==> config.mk <==
export PLATFORM = sky130hd
export DESIGN_NAME = shift_par_flat
export DESIGN_NICKNAME = d
export VERILOG_FILES = /design/src/rtl/shift_pkg.sv /design/src/rtl/shift_par_if.sv /design/src/rtl/shift_lane_mux.sv /design/src/rtl/shift_par.sv /design/src/flat_wrapper.sv
export SDC_FILE = /design/constraint.sdc
export NUM_CORES = 1
export LEC_CHECK = 0
export ABC_AREA = 1
export BUFFER_PORTS_ARGS = -buffer_cell sky130_fd_sc_hd__buf_2
export CAP_MARGIN = 20
export CORE_ASPECT_RATIO = 0.8
export CORE_UTILIZATION = 46
export DETAILED_ROUTE_END_ITERATION = 8
export GPL_TIMING_DRIVEN = 1
export PLACE_DENSITY = 0.72
export SYNTH_ARGS = -nofsm -noshare
export SYNTH_HDL_FRONTEND = slang
export SYNTH_SLANG_ARGS = --single-unit
==> constraint.sdc <==
create_clock -name clk -period 3.8 [get_ports clk]
set_input_delay 0.19 -clock clk [delete_from_list [all_inputs] [get_ports clk]]
set_output_delay 0.19 -clock clk [all_outputs]
set_load 0.005 [all_outputs]
==> src/rtl/shift_pkg.sv <==
// rtl/shift_pkg.sv - shared FSM state type and lane-length helpers for shift_par
package shift_pkg;

    typedef enum logic {
        IDLE  = 1'b0,
        SHIFT = 1'b1
    } state_e;

    // Width wide enough to hold a lane count of 0..n.
    function automatic int len_w(input int n);
        return $clog2(n + 1);
    endfunction

    // A requested length of 0 or anything above n means "all n lanes".
    function automatic int clamp_len(input int wl, input int n);
        return (wl == 0 || wl > n) ? n : wl;
    endfunction

endpackage

==> src/rtl/shift_par_if.sv <==
// rtl/shift_par_if.sv - producer/consumer bundle of shift_par
interface shift_par_if
    import shift_pkg::*;
#(
    parameter int OUT_W     = 8,
    parameter int NUM_LANES = 2
);
    localparam int IN_W  = OUT_W * NUM_LANES;
    localparam int LEN_W = len_w(NUM_LANES);

    logic [IN_W-1:0]  in;
    logic [LEN_W-1:0] wr_len;
    logic             wr;
    logic             full;
    logic [OUT_W-1:0] out;
    logic             out_valid;
    logic             out_rd;
    logic             out_last;
    logic             empty;
    logic             ovf;

    modport master (
        output in, wr_len, wr, out_rd,
        input  full, out, out_valid, out_last, empty, ovf
    );

    modport slave (
        input  in, wr_len, wr, out_rd,
        output full, out, out_valid, out_last, empty, ovf
    );

endinterface

==> src/rtl/shift_lane_mux.sv <==
// rtl/shift_lane_mux.sv - word shift register with output-lane select
module shift_lane_mux #(
    parameter int OUT_W     = 8,
    parameter int NUM_LANES = 2,
    parameter bit MSB_FIRST = 1'b1
) (
    input  logic                         clk,
    input  logic                         reset,
    input  logic                         load_i,
    input  logic [OUT_W*NUM_LANES-1:0]   data_i,
    input  logic                         shift_i,
    output logic [OUT_W-1:0]             lane_o
);
    localparam int IN_W = OUT_W * NUM_LANES;

    logic [IN_W-1:0] sr_q, sr_d;

    // Lanes always move toward the output end, so the lane presented is fixed.
    always_comb begin
        sr_d = sr_q;
        if (load_i) begin
            sr_d = data_i;
        end else if (shift_i) begin
            sr_d = MSB_FIRST ? (sr_q << OUT_W) : (sr_q >> OUT_W);
        end
    end

    always_ff @(posedge clk) begin
        if (!reset) begin
            sr_q <= '0;
        end else begin
            sr_q <= sr_d;
        end
    end

    generate
        if (MSB_FIRST) begin : g_msb
            assign lane_o = sr_q[IN_W-1 -: OUT_W];
        end else begin : g_lsb
            assign lane_o = sr_q[OUT_W-1:0];
        end
    endgenerate

endmodule

==> src/rtl/shift_par.sv <==
// rtl/shift_par.sv - parallel word to lane serializer; SHIFT_PAR_HOLD_EN adds a one-word holding slot
module shift_par
    import shift_pkg::*;
#(
    parameter int OUT_W     = 8,
    parameter int NUM_LANES = 2,
    parameter bit MSB_FIRST = 1'b1
) (
    input  logic        clk,
    input  logic        reset,
    shift_par_if.slave  bus
);
    localparam int IN_W  = OUT_W * NUM_LANES;
    localparam int LEN_W = len_w(NUM_LANES);

    state_e           state_q, state_d;
    logic [LEN_W-1:0] cnt_q, len_q;
    logic             ovf_q;
    logic             hold_vld_q;
    logic [IN_W-1:0]  hold_data_q;
    logic [LEN_W-1:0] hold_len_q;

    logic             lane_acc, last_acc, wr_ok;
    logic             load, load_from_hold, shift;
    logic [LEN_W-1:0] wr_len_c;
    logic [IN_W-1:0]  load_data;

    assign wr_len_c  = LEN_W'(clamp_len(int'(bus.wr_len), NUM_LANES));
    assign lane_acc  = (state_q == SHIFT) && bus.out_rd;
    assign last_acc  = lane_acc && (cnt_q == len_q - 1'b1);
    assign wr_ok     = bus.wr && !bus.full;
    assign load_data = load_from_hold ? hold_data_q : bus.in;

    always_ff @(posedge clk) begin
        if (!reset) begin
            state_q <= IDLE;
        end else begin
            state_q <= state_d;
        end
    end

    // On the last lane a held word wins over a fresh write; either reloads with no bubble.
    always_comb begin
        state_d        = state_q;
        load           = 1'b0;
        load_from_hold = 1'b0;
        shift          = 1'b0;
        case (state_q)
            IDLE: begin
                if (wr_ok) begin
                    load    = 1'b1;
                    state_d = SHIFT;
                end
            end
            SHIFT: begin
                if (last_acc) begin
                    if (hold_vld_q) begin
                        load           = 1'b1;
                        load_from_hold = 1'b1;
                    end else if (wr_ok) begin
                        load = 1'b1;
                    end else begin
                        state_d = IDLE;
                    end
                end else if (lane_acc) begin
                    shift = 1'b1;
                end
            end
            default: state_d = IDLE;
        endcase
    end

    always_comb begin
        bus.out_valid = (state_q == SHIFT);
        bus.out_last  = (state_q == SHIFT) && (cnt_q == len_q - 1'b1);
        bus.empty     = (state_q == IDLE) && !hold_vld_q;
`ifdef SHIFT_PAR_HOLD_EN
        bus.full      = (state_q == SHIFT) && hold_vld_q && !last_acc;
`else
        bus.full      = (state_q == SHIFT) && !last_acc;
`endif
        bus.ovf       = ovf_q;
    end

    always_ff @(posedge clk) begin
        if (!reset) begin
            cnt_q <= '0;
            len_q <= '0;
            ovf_q <= 1'b0;
        end else begin
            if (load) begin
                cnt_q <= '0;
                len_q <= load_from_hold ? hold_len_q : wr_len_c;
            end else if (shift) begin
                cnt_q <= cnt_q + 1'b1;
            end
            if (bus.wr && bus.full) begin
                ovf_q <= 1'b1;
            end
        end
    end

`ifdef SHIFT_PAR_HOLD_EN
    logic hold_wr;

    // A write on the final lane with an empty hold slot goes straight to the shifter.
    assign hold_wr = wr_ok && (state_q == SHIFT) && !(last_acc && !hold_vld_q);

    always_ff @(posedge clk) begin
        if (!reset) begin
            hold_vld_q  <= 1'b0;
            hold_data_q <= '0;
            hold_len_q  <= '0;
        end else if (hold_wr) begin
            hold_vld_q  <= 1'b1;
            hold_data_q <= bus.in;
            hold_len_q  <= wr_len_c;
        end else if (load_from_hold) begin
            hold_vld_q  <= 1'b0;
        end
    end
`else
    assign hold_vld_q  = 1'b0;
    assign hold_data_q = '0;
    assign hold_len_q  = '0;
`endif

    shift_lane_mux #(
        .OUT_W    (OUT_W),
        .NUM_LANES(NUM_LANES),
        .MSB_FIRST(MSB_FIRST)
    ) u_lane_mux (
        .clk    (clk),
        .reset  (reset),
        .load_i (load),
        .data_i (load_data),
        .shift_i(shift),
        .lane_o (bus.out)
    );

endmodule

==> src/flat_wrapper.sv <==
// flat-port wrapper written by rule: the top's interface ports become plain ports
module shift_par_flat import shift_pkg::*;
#(
    parameter int OUT_W     = 8,
    parameter int NUM_LANES = 2,
    parameter bit MSB_FIRST = 1'b1
)
  (clk, reset, bus_in, bus_wr_len, bus_wr, bus_out_rd, bus_full, bus_out, bus_out_valid, bus_out_last, bus_empty, bus_ovf);
  shift_par_if #(.OUT_W(OUT_W), .NUM_LANES(NUM_LANES)) bus_i ();
  input  logic clk;
  input  logic reset;
  input wire logic [$bits(bus_i.in)-1:0] bus_in;
  input wire logic [$bits(bus_i.wr_len)-1:0] bus_wr_len;
  input wire logic [$bits(bus_i.wr)-1:0] bus_wr;
  input wire logic [$bits(bus_i.out_rd)-1:0] bus_out_rd;
  output wire logic [$bits(bus_i.full)-1:0] bus_full;
  output wire logic [$bits(bus_i.out)-1:0] bus_out;
  output wire logic [$bits(bus_i.out_valid)-1:0] bus_out_valid;
  output wire logic [$bits(bus_i.out_last)-1:0] bus_out_last;
  output wire logic [$bits(bus_i.empty)-1:0] bus_empty;
  output wire logic [$bits(bus_i.ovf)-1:0] bus_ovf;
  assign bus_i.in = bus_in;
  assign bus_i.wr_len = bus_wr_len;
  assign bus_i.wr = bus_wr;
  assign bus_i.out_rd = bus_out_rd;
  assign bus_full = bus_i.full;
  assign bus_out = bus_i.out;
  assign bus_out_valid = bus_i.out_valid;
  assign bus_out_last = bus_i.out_last;
  assign bus_empty = bus_i.empty;
  assign bus_ovf = bus_i.ovf;
  shift_par #(.OUT_W(OUT_W), .NUM_LANES(NUM_LANES), .MSB_FIRST(MSB_FIRST)) u_core (.clk(clk), .reset(reset), .bus(bus_i));
endmodule
Word-level counts from Yosys, hierarchy flattened --
Index checks and enable logic that the tools add are counted.
Operators by class: add/subtract/negate cells 2, multipliers 0, divide/modulo/power cells 0, magnitude comparators 1, equal/unequal tests 1, shift-type cells 0, muxes and demuxes 11, bitwise operators 2, reductions and logical operators 12
Operator list (number):
- $mux 16 | 2
- $logic_and 1x1->1 | 6
- $mux 1 | 6
- $pmux 1 s2 | 2
- $add 2x1->2 const B | 1
- $eq 2x2->1 | 1
- $gt 2x2->1 const B | 1
- $logic_not 1->1 | 2
- $logic_not 2->1 | 1
- $mux 2 | 1
- $not 1->1 | 2
- $reduce_bool 2->1 | 1
- $reduce_or 2->1 | 1
- $sub 2x1->2 const B | 1
- $logic_or 1x1->1 | 1
Storage, ports and cells: register bits after elaboration 22, bits in latches 0, RAM bits 0, bits in read-only memories 0, bits of input ports 22, output and inout port bits 13, word-level logic and storage cells 34, memories 0

Logic depth before layout (Yosys ltp) --
depth after elaboration 11, depth in mapped cells 11, mapped depth without buffers 10

Cells and area by module --
A second synthesis with hierarchy kept.
Second synthesis, totals: cell total of the unflattened synthesis 156, area, all modules 1142.3 µm²
Modules (own cells, without submodules):
- shift_lane_mux | instances 1, cells each 104, area an instance 767.0 µm², sequential area each 320.3 µm²
- shift_par | instances 1, cells each 52, area an instance 375.4 µm², sequential area each 120.1 µm²

Worst setup path before layout --
OpenSTA, ideal clock, no wires.
path type register to register, start point register u_core.cnt_q[1], end point register u_core.u_lane_mux.sr_q[0], library setup time 0.132 ns, data arrival time 1.104 ns, data required time 3.668 ns, setup slack 2.563 ns, cell stages (with the launch flop) 10, buffers on the path 2, clock period less this slack 1.237 ns, cells stage by stage dfxtp_1 inv_2 nand2_2 nand3_1 nand2_2 buf_6 nand2_8 buf_12 nand3_1 a21oi_1
Between the ends: word-level cells in the longest chain between the ends 10, elaborated cells on any way between the ends 13, classes of those cells eq/ne: 1; mux: 6; reduce/logical: 6
RTL lines:
- start: declaration | line shift_par.sv:17 | logic [LEN_W-1:0] cnt_q, len_q;
- start signal: assignment | line shift_par.sv:95 | cnt_q <= cnt_q + 1'b1;
- $eq 2x2->1 * | line shift_par.sv:30 | assign last_acc = lane_acc && (cnt_q == len_q - 1'b1);
- $logic_and 1x1->1 * | line shift_par.sv:30
- $logic_not 1->1 | line shift_par.sv:80 | bus.full = (state_q == SHIFT) && !last_acc;
- $logic_and 1x1->1 | line shift_par.sv:80
- $logic_not 1->1 | line shift_par.sv:31 | assign wr_ok = bus.wr && !bus.full;
- $logic_and 1x1->1 | line shift_par.sv:31
- $mux 1 | line shift_par.sv:50, shift_par.sv:60
- $mux 1 | line shift_par.sv:56 | if (last_acc) begin
- $pmux 1 s2 | line shift_par.sv:48 | case (state_q)
- $mux 16 / $reduce_bool 2->1 (equally long branches)
- end signal: assignment | line shift_lane_mux.sv:32 | sr_q <= sr_d;
- end: declaration | line shift_lane_mux.sv:16 | logic [IN_W-1:0] sr_q, sr_d;
Mark *: on every way between the ends. The rest lies on a longest branch, timed or not. A chain may end at the register's enable or synchronous reset.

Worst setup path in the final report --
start point register u_core.state_q, in the netlist u_core.bus.out_valid, end point output port bus_full
Between the ends: word-level cells in the longest chain between the ends 4
RTL lines:
- start: declaration | line shift_par.sv:16 | state_e state_q, state_d;
- start signal: assignment | line shift_par.sv:38 | state_q <= state_d;
- $logic_and 1x1->1 | line shift_par.sv:29 | assign lane_acc = (state_q == SHIFT) && bus.out_rd;
- $logic_and 1x1->1 | line shift_par.sv:30
- $logic_not 1->1 | line shift_par.sv:80
- $logic_and 1x1->1 * | line shift_par.sv:80
- end: declaration | line flat_wrapper.sv:16 | output wire logic [$bits(bus_i.full)-1:0] bus_full;
Marked as above.

==> flow_summary.json <==
{
  "drt-initial-drc-count": 21,
  "cts_resized": 0,
  "crit_required_ps": 3610,
  "crit_fanout": 20,
  "seq_area_frac_synth_pct": 36.7,
  "maxSlewHeadroom_pct": 57.3,
  "cts_buffers": 3,
  "finalClockSkew_ps": 4.66,
  "synth_fp_nets": 186,
  "diodes": 0,
  "top_layer": "met4",
  "clock_path_buffers": 2,
  "avgViaCountPerCell": 4.91,
  "io-pin-count": 35,
  "drive_above_1_share_pct": 27.0,
  "final_cell_area_um2": 1330,
  "drtAntennaViolNets": 0,
  "routedWlPerCell_um": 11.1,
  "globalRouteOverflowTotal": 0,
  "endpoint_kind": "output pin",
  "synth.distinct_cells": 22,
  "place_area_um2": 1270,
  "die-area_um2": 2820,
  "period_minus_slack_ps": 1980,
  "layout_commonest_cell": "nand3_1",
  "num_vias": 1086,
  "p_per_area_nw_per_um2": 408,
  "rows": 16,
  "port_buffers": 34,
  "mostFrequentLayoutCells": "nand3_1 (40), buf_2 (34), nand2_1 (28), dfxtp_1 (22), a21oi_1 (20)",
  "gp_congestion": 0.750,
  "max_cap_violations": 0,
  "grt_pass1_wl_mm": 4.17,
  "syn_inst": 164,
  "cts_tree": "yes",
  "hp-class": "input port to register",
  "dr_wl_met3_um": 169,
  "cts-root-buf": "clkbuf_4",
  "die_w_um": 59.1,
  "nNetsFinal": 208,
  "grt_max_degree": 27,
  "htree_levels": 1,
  "syn_to_final_growth_pct": 10.5,
  "cts_sinks": 22,
  "dr.pass1.iters": 4,
  "clk_latency_ps": 310,
  "worstPathArrival_ps": 1790,
  "fin_tns_setup_ps": 0,
  "max_freq_ghz": 0.504,
  "ys.warnings.count": 0,
  "antenna_found_initial": 0,
  "setup_viol": 0,
  "fin_crit_sh_pct": 52.2,
  "ctsHoldBuffers": 0,
  "netlist_area_um2": 1200,
  "grt_pass1_vias": 916,
  "dp_hpwl_mm": 1.78,
  "post_cts_buffers": 0,
  "hold_viol_final": 0,
  "wl_met1_mm": 1.15,
  "peakVddDrop_uv": 225,
  "max_slew.worst_pin.slew_ps": 639,
  "ys_ff_latch": 22,
  "crit_type": "register to output pin",
  "drt_wl_total_mm": 2.45,
  "total_leakage_power_nw": 0.642,
  "start_kind": "register",
  "track_usage_pct": 20.4,
  "core_area_um2": 2460,
  "drc": 0,
  "finalMaxSlewViolations": 0,
  "fp.dieH_um": 47.7,
  "status": "complete, no violations",
  "rsz0062_at_grt": "no",
  "wl_met2_mm": 1.12,
  "path_clk_slew_ps": 120,
  "syn_area_per_cell_um2": 7.32,
  "start_util_pct": 48.7,
  "final.fill_count": 255
}
final timing paths:
check,slack (ps),cells past startpoint,start,endpoint
setup / recovery,1820,6,u_core.bus.out_valid$_SDFF_PN0_,bus_full
hold / removal,130,3,reset,u_core.len_q[0]$_SDFFE_PN0P_
setup reg to reg,2110,7,u_core.bus.out_valid$_SDFF_PN0_,u_core.u_lane_mux.sr_q[10]$_SDFFE_PN0P_
hold reg to reg,490,2,u_core.u_lane_mux.sr_q[4]$_SDFFE_PN0P_,u_core.u_lane_mux.sr_q[4]$_SDFFE_PN0P_
synthesized netlist by cell type, drive strengths merged:
cell	n	area, um2
a21oi	20	100
buf	14	120
clkbuf	3	21.3
clkinv	2	12.5
dfxtp	22	440
inv	18	67.6
nand2	34	156
nand3	44	248
nor2	4	15.0
o21a	1	7.51
o21ai	1	5.00
o22ai	1	6.26
final cells by class:
type	count	area [um2]	share of cell area (%)
Clock buffer	3	22.5	1.70
Clock inverter	1	30.0	2.26
Inverter	20	80.1	6.04
Timing Repair Buffer	34	170	12.8
Sequential cell	22	440	33.2
Tap cell	36	45.0	3.40
Multi-Input combinational cell	105	538	40.6
stage by stage:
stage / hold WS [ps] / util [%] / power, mW / instances / worst slack (ps)
floorplan: 307 / - / 0.354 / 164 / 2560
global placement: 442 / 51.7 / 0.363 / 217 / 2240
detailed placement: 470 / 51.7 / 0.368 / 217 / 2150
CTS: 120 / 53.9 / 0.549 / 221 / 1800
global route: 113 / 53.9 / 0.576 / 221 / 1590
finish: 134 / 53.9 / 0.541 / 221 / 1820
routing by layer:
layer | global-route usage [%] | up-vias
met5 | 0 | -
met4 | 3.33 | 0
met3 | 6.22 | 2
met2 | 33.4 | 37
met1 | 27.3 | 477
li1 | - | 570
cells by family (layout without fill, tap and decap cells):
kind of cell | Yosys count | in the layout | share of synthesized area [%]
buffers and inverters | 37 | 58 | 18.5
DFF | 22 | 22 | 36.7
AOI/OAI and AO/OA | 23 | 23 | 9.91
and+or+nand+nor | 82 | 82 | 34.9
critical path, cell delays in order, from the launching register on:
cell	delay [ps]
dfxtp_1	440
nand2_1	130
clkinv_4	120
nand3_1	80
nand2_1	480
inv_1	80
buf_2	140
where the power goes:
part	internal [mW]	total [mW]	switching (mW)
combinational	0.0398	0.104	0.0641
clock	0.107	0.178	0.0716
sequential	0.248	0.258	0.0106
total	0.394	0.541	0.146
sequential cells by signal, summed over array words and instances (netlist names):
register and cells:
u_core.u_lane_mux.sr_q 16, u_core.len_q 2, u_core.bus.out_valid 1, u_core.bus.ovf 1
u_core.cnt_q 2
Note: power is estimated with default switching activity, not from simulation.
